**src/rtl/riscv_pkg.sv**
```systemverilog
// Shared definitions for the RISC-V core front end.
//   XLEN          : data / address width
//   NOP_INSTR     : canonical NOP (addi x0, x0, 0), shown in the empty output slot
//   fetch_state_t : fetch FSM states
//     RUN     - no memory request outstanding
//     WAIT    - request outstanding, its result will be presented
//     DISCARD - request outstanding, its result will be dropped (redirected)
package riscv_pkg;

  localparam int XLEN = 32;

  localparam logic [XLEN-1:0] NOP_INSTR = 32'h0000_0013;

  typedef enum logic [1:0] {
    RUN     = 2'd0,
    WAIT    = 2'd1,
    DISCARD = 2'd2
  } fetch_state_t;

endpackage

```
**src/rtl/fetch_unit.sv**
```systemverilog
// Instruction fetch stage. Owns the program counter, fetches words from
// instruction memory over a req/ack handshake and presents them downstream
// with a valid/ready handshake. A branch redirect flushes the presented
// instruction, drops any in-flight fetch result and restarts at the target.
//
// Ports:
//   clk                       in   rising-edge clock
//   reset_n                   in   asynchronous active-low reset
//   enable_n                  in   low = new fetches may start
//   mem_req / mem_addr        out  fetch request and word-aligned address
//   mem_ack / mem_rdata       in   response strobe and instruction word
//   load_new_program_counter  in   redirect strobe (only a clean 1 counts)
//   new_program_counter       in   redirect target, bits [1:0] ignored
//   instruction               out  presented instruction
//   program_counter           out  address of the presented instruction
//   instruction_valid         out  output slot full
//   instruction_ready         in   consumer takes the slot when valid & ready
module fetch_unit
  import riscv_pkg::*;
#(
  parameter logic [XLEN-1:0] RESET_PC = 32'h0000_0000
) (
  input  logic            clk,
  input  logic            reset_n,
  input  logic            enable_n,
  output logic            mem_req,
  output logic [XLEN-1:0] mem_addr,
  input  logic            mem_ack,
  input  logic [XLEN-1:0] mem_rdata,
  input  logic            load_new_program_counter,
  input  logic [XLEN-1:0] new_program_counter,
  output logic [XLEN-1:0] instruction,
  output logic [XLEN-1:0] program_counter,
  output logic            instruction_valid,
  input  logic            instruction_ready
);

  fetch_state_t    state_q, state_d;
  logic [XLEN-1:0] fetch_pc_q, fetch_pc_d;
  logic [XLEN-1:0] target_q, target_d;
  logic [XLEN-1:0] instr_q, instr_d;
  logic [XLEN-1:0] pc_q, pc_d;
  logic            valid_q, valid_d;
  logic            live_q;

  logic            redirect;
  logic            slot_free;
  logic            capture;
  logic [XLEN-1:0] redirect_pc;
  logic [1:0]      unused_npc_bits;

  // A floating or unknown strobe must never redirect, hence the 4-state compare.
  assign redirect        = (load_new_program_counter === 1'b1);
  assign redirect_pc     = {new_program_counter[XLEN-1:2], 2'b00};
  assign unused_npc_bits = new_program_counter[1:0];
  assign slot_free       = !valid_q || instruction_ready;

  // live_q keeps the request low while reset is held and for the release
  // cycle, so no request is ever seen straddling reset deassertion.
  always_comb begin
    mem_req = 1'b0;
    if (live_q) begin
      if (state_q == RUN) mem_req = !enable_n && slot_free && !redirect;
      else                mem_req = 1'b1;
    end
  end

  assign mem_addr          = fetch_pc_q;
  assign instruction       = instr_q;
  assign program_counter   = pc_q;
  assign instruction_valid = valid_q;

  always_comb begin
    state_d    = state_q;
    fetch_pc_d = fetch_pc_q;
    target_d   = target_q;
    instr_d    = instr_q;
    pc_d       = pc_q;
    valid_d    = valid_q;
    capture    = 1'b0;

    if (valid_q && instruction_ready) valid_d = 1'b0;

    case (state_q)
      RUN: begin
        if (redirect) begin
          fetch_pc_d = redirect_pc;
          valid_d    = 1'b0;
        end else if (mem_req) begin
          if (mem_ack) capture = 1'b1;
          else         state_d = WAIT;
        end
      end
      WAIT: begin
        if (redirect) begin
          valid_d = 1'b0;
          if (mem_ack) begin
            fetch_pc_d = redirect_pc;
            state_d    = RUN;
          end else begin
            // The old address must stay on the bus until its ack, so the
            // target is parked until then.
            target_d = redirect_pc;
            state_d  = DISCARD;
          end
        end else if (mem_ack) begin
          capture = 1'b1;
        end
      end
      DISCARD: begin
        if (redirect) target_d = redirect_pc;
        if (mem_ack) begin
          fetch_pc_d = target_d;
          state_d    = RUN;
        end
      end
      default: state_d = RUN;
    endcase

    if (capture) begin
      instr_d    = mem_rdata;
      pc_d       = fetch_pc_q;
      valid_d    = 1'b1;
      fetch_pc_d = fetch_pc_q + XLEN'(4);
      state_d    = RUN;
    end
  end

  always_ff @(posedge clk or negedge reset_n) begin
    if (!reset_n) begin
      state_q    <= RUN;
      fetch_pc_q <= RESET_PC;
      target_q   <= RESET_PC;
      instr_q    <= NOP_INSTR;
      pc_q       <= RESET_PC;
      valid_q    <= 1'b0;
      live_q     <= 1'b0;
    end else begin
      state_q    <= state_d;
      fetch_pc_q <= fetch_pc_d;
      target_q   <= target_d;
      instr_q    <= instr_d;
      pc_q       <= pc_d;
      valid_q    <= valid_d;
      live_q     <= 1'b1;
    end
  end

endmodule

```
**config.mk**
```make
export PLATFORM = sky130hd
export DESIGN_NAME = fetch_unit
export DESIGN_NICKNAME = d
export VERILOG_FILES = /design/src/rtl/riscv_pkg.sv /design/src/rtl/fetch_unit.sv
export SDC_FILE = /design/constraint.sdc
export NUM_CORES = 1
export LEC_CHECK = 0
export ABC_AREA = 1
export CAP_MARGIN = 0
export CORE_MARGIN = 2
export CORE_UTILIZATION = 45
export CTS_BUF_LIST = sky130_fd_sc_hd__clkbuf_8
export CTS_CLUSTER_DIAMETER = 60
export DETAILED_ROUTE_END_ITERATION = 7
export GPL_ROUTABILITY_DRIVEN = 0
export GPL_TIMING_DRIVEN = 0
export PLACE_DENSITY = 0.74
export SLEW_MARGIN = 10
export SYNTH_ARGS = -nofsm -noshare
export SYNTH_HDL_FRONTEND = slang
export SYNTH_SLANG_ARGS = --single-unit
```
**constraint.sdc**
```tcl
create_clock -name clk -period 2.57 [get_ports clk]
set_input_delay 0.3855 -clock clk [delete_from_list [all_inputs] [get_ports clk]]
set_output_delay 0.3855 -clock clk [all_outputs]
set_load 0.05 [all_outputs]
```
### Word level (Yosys, flattened, before mapping)

Cells that the tools add are included.

| operators by class | value |
|---|---|
| add/sub/neg operators | 1 |
| eq/ne operators | 12 |
| mux-type cells | 29 |
| reductions and logical operators | 14 |

Operators by type and width:

| kind | number |
|---|---|
| $mux W32 | 8 |
| $pmux W32 S3 | 1 |
| $pmux W32 S2 | 1 |
| $add A32 B3 Y32 const B | 1 |
| $ne A3 B3 Y1 const B | 7 |
| $mux W2 | 7 |
| $mux W1 | 10 |
| $reduce_and A5 Y1 | 2 |
| $pmux W2 S3 | 1 |
| $ne A2 B2 Y1 const B | 2 |
| $reduce_bool A4 Y1 | 1 |
| $logic_and A1 B1 Y1 | 3 |
| $logic_not A1 Y1 | 3 |
| $reduce_and A3 Y1 | 1 |
| $eq A2 B1 Y1 const B | 1 |
| $eq A2 B2 Y1 const B | 1 |
| $logic_not A2 Y1 | 1 |
| $pmux W1 S2 | 1 |
| $reduce_bool A2 Y1 | 1 |
| $reduce_or A2 Y1 | 1 |
| $eqx A1 B1 Y1 const B | 1 |
| $logic_or A1 B1 Y1 | 1 |

| storage, ports and cells | value |
|---|---|
| bits in registers | 132 |
| input bits | 70 |
| word-level logic and storage cells | 63 |

### Logic depth before layout (Yosys ltp)

| logic depth | value |
|---|---|
| depth after elaboration | 11 |
| depth in mapped cells | 13 |
| mapped depth without buffers | 12 |

### Least setup slack after synthesis

Ideal clock, no wire load.

| timing | value |
|---|---|
| path type | flip-flop to flip-flop |
| start | register fetch_pc_q[2], in the netlist mem_addr[2] |
| end | register fetch_pc_q[30], in the netlist mem_addr[30] |
| data arrival time | 1.869 ns |
| required time | 2.452 ns |
| path slack | 0.583 ns |
| cell stages (with the launch flop) | 13 |
| path through | dfrtp_1 ha_1 nand2_1 nor2_2 inv_1 nor2_1 nand2_1 nand2_1 nand2_1 nand2_1 nand2_1 nand2_1 nand2_1 |

| on the way | value |
|---|---|
| word-level cells in the longest chain between the ends | 2 |

Ends and longest elaborated chain:

| what | RTL line | RTL |
|---|---|---|
| start, declared | fetch_unit.sv:39 | `logic [XLEN-1:0] fetch_pc_q, fetch_pc_d;` |
| start signal, assigned | fetch_unit.sv:140 | `fetch_pc_q <= fetch_pc_d;` |
| $add A32 B3 Y32 | fetch_unit.sv:124 | `fetch_pc_d = fetch_pc_q + XLEN'(4);` |
| $mux W32 | fetch_unit.sv:120 | `if (capture) begin` |

No other way between the ends.
A chain may end at the register's enable or synchronous reset.

### Worst setup path after layout

| timing | value |
|---|---|
| start | input port load_new_program_counter |
| end | output port mem_req |

| on the way | value |
|---|---|
| word-level cells in the longest chain between the ends | 5 |

Ends and longest elaborated chain:

| what | RTL line | RTL |
|---|---|---|
| start, declared | fetch_unit.sv:30 | `input logic load_new_program_counter,` |
| $eqx A1 B1 Y1 | fetch_unit.sv:53 | `assign redirect = (load_new_program_counter === 1'b1);` |
| $logic_not A1 Y1 | fetch_unit.sv:63 | `if (state_q == RUN) mem_req = !enable_n && slot_free && !redirect;` |
| $logic_and A1 B1 Y1 | fetch_unit.sv:63 |  |
| $mux W1 | fetch_unit.sv:63 |  |
| $mux W1 | fetch_unit.sv:62 | `if (live_q) begin` |
| end, declared | fetch_unit.sv:26 | `output logic mem_req,` |

No other way between the ends.

==> impl_metrics.tcl <==
set metrics [dict create \
    outcome "complete, no violations" \
    avgSynthCellArea_um2 7.20 \
    netlist_area_um2 6580 \
    post-place-ws_ns 0.111 \
    slew_viol_final 0 \
    skew_ns 0.0181 \
    synth_ff_type "dfrtp_1" \
    design_area_um2 8880 \
    rsz0062_at_grt "false" \
    antennaDiodeCount 0 \
    drcViolationCount 0 \
    synth_area_leaders "dfrtp_1 49%, nand2_1 27%, o21ai_0 4.4%" \
    seq_area_frac_synth_pct 50.2 \
    dpl_cell_area_um2 8490 \
    drive_above_1_share_pct 6.91 \
    critical_path_class "primary input to primary output" \
    grt_use_met1_pct 33.9 \
    std_cell_rows 44 \
    yosys.area.top_type_share_pct 49.0 \
    dieWidth_um 125 \
    leakage_nw 4.43 \
    clockBufferDepth 2 \
    dp_hpwl_um 13800 \
    syn_nets 986 \
    initial_core_util_pct 45.6 \
    critPathLaunchType "primary input" \
    reg2reg_slack_ns 0.47 \
    postRouteAntennaNets 0 \
    hp-start "mem_rdata[4]" \
    vias_per_cell 4.91 \
    synth-async-reset-ratio_pct 100 \
    io_buffers 165 \
    grt_pass1_wl_um 30500 \
    cts_resized 0 \
    htree_levels 4 \
    cts.sinks 132 \
    drt-total-wl_um 18500 \
    yosysMostFrequentCell "nand2_1" \
    grt_overflow 0 \
    hold-path-endpoint "instruction[4]" \
    r2r_start "mem_addr[2]" \
    die_area_um2 15600 \
    antenna_found_initial 0 \
    critPathMaxFanout 4 \
    critPathArrivalTime_ns 2.08 \
    dieHeight_um 125 \
    fin_util_pct 61.6 \
    nets 1172 \
    finalSetupViolations 0 \
    syn_inst 915 \
    whs_ns 0.442 \
    met2_usage_pct 39.1 \
    tightest_slew_ns 0.574 \
    dr_total_vias 6379 \
    reg2reg_to "mem_addr[18]" \
    use_met3_pct 5.61 \
    synth_cell_types 24 \
    maxCapViolations 0 \
    ys_top_cells_by_count "472 x nand2_1, 129 x dfrtp_1, 68 x inv_1, 58 x o21ai_0, 56 x nor2_1" \
    clock_latency_ns 0.46 \
    grt_use_total_pct 24.6 \
    setup_slack_ns 0.104 \
    min_period_over_period_pct 96.0 \
    busiest_layer "met2" \
    firstDrtPassIters 5 \
    setup.worst_path.start "load_new_program_counter" \
    area.growth.synth_to_final_pct 34.9 \
    routedWlPerCell_um 14.2 \
    cts_hold_buf 1 \
    timing.setup.tns_ns 0 \
    io_pins 168 \
    hp-class "primary input to register" \
    ys_warn_count 0 \
    yosysTopAreaCell "dfrtp_1" \
    cellPowerDensity_nw_per_um2 871 \
    reg2reg_depth 9 \
    ys_ff_latch 132 \
    end_kind "primary output" \
    worstPathRequired_ns 2.18 \
    whs_path_depth 3 \
    clk_pin_slew_ns 0.07 \
    cts_setup_buffers 0 \
    numCtsBuffers 17 \
    synth-edff-count 0 \
    core_area_um2 14400 \
    timing_hold_violations_final 0 \
    vdd.ir_drop.worst_uv 476 \
    fin_crit_ns 2.47 \
    slew_headroom_pct 61.6 \
    cts_tree "built" \
    grt_max_degree 76 \
    cts_root_buffer "clkbuf_8" \
    max_freq_ghz 0.405 \
    drt-initial-drc-count 404 \
    grt_pass1_vias 6079 \
]
-- worst max path at each step --
stage,endpoint,slack [ns],cells after the start
final,mem_req,0.10,7
after global routing,mem_req,0.03,7
after CTS,mem_req,0.10,7
after detailed placement,mem_req,0.11,7
after global placement,instruction[7],-4.23,1
after floorplan,mem_addr[30],0.58,12
-- worst max-delay path, cell delays in order --
cell             delay [ns]
clkdlybuf4s50_1        0.47
nor2_1                 0.13
nand2_1                0.06
nand2_1                0.06
nand2_1                0.07
inv_1                  0.09
clkdlybuf4s50_1        0.81
-- per-stage QoR --
stage                     power, W  std cells
after global placement     0.00605       1264
after floorplan            0.00493        915
after detailed placement   0.00610       1265
final                      0.00774       1298
after global routing       0.00816       1298
after CTS                  0.00780       1298
-- layer usage --
metal / vias up / routed length (um)
met2: 237 / 8590
met3: 30 / 1250
met1: 2944 / 8270
met5: - / 0
met4: 0 / 374
li1: 3168 / -
-- cells by family (layout without fill, tap and decap cells) --
group / Yosys count / in the layout / synth area share, %
and+or+nand+nor: 558 / 558 / 32.6
DFF: 132 / 132 / 50.2
AOI/OAI and AO/OA: 101 / 101 / 7.83
buffers and inverters: 110 / 309 / 7.51
adders and majority gates: 1 / 1 / 0.190
xor gates and xnor gates: 12 / 12 / 1.60
other: 1 / 1 / 0.0570
-- cells in the final DEF (no fill, tap or decap), types with 10 or more instances in the layout --
cell type        netlist  routed
clkdlybuf4s50_1        0     164
dfrtp_1              129     129
nand3_1               18      18
buf_2                 23      23
o21ai_0               58      58
nand2_1              472     472
inv_1                 68      71
o21ai_1               38      38
clkbuf_8               0      19
nor2_1                56      56
xor2_1                10      10
-- final cells by class --
type,instances,area (um2)
Sequential cell,132,3310
Inverter,71,267
Clock inverter,13,119
Clock buffer,19,262
Timing Repair Buffer,167,1690
Fill cell,1336,5540
Tap cell,184,230
Buffer,39,228
Multi-Input combinational cell,673,2780
-- power breakdown --
group	switching, W	internal [W]
registers	0.000350	0.00262
logic	0.00207	0.00102
clock network	0.000786	0.000891
-- sequential cells by signal (all words and copies together) (netlist names) --
register,cells
instruction,32
mem_addr,32
program_counter,32
target_q,32
state_q,2
instruction_valid,1
live_q,1
Power figures use the tool's default switching activity.
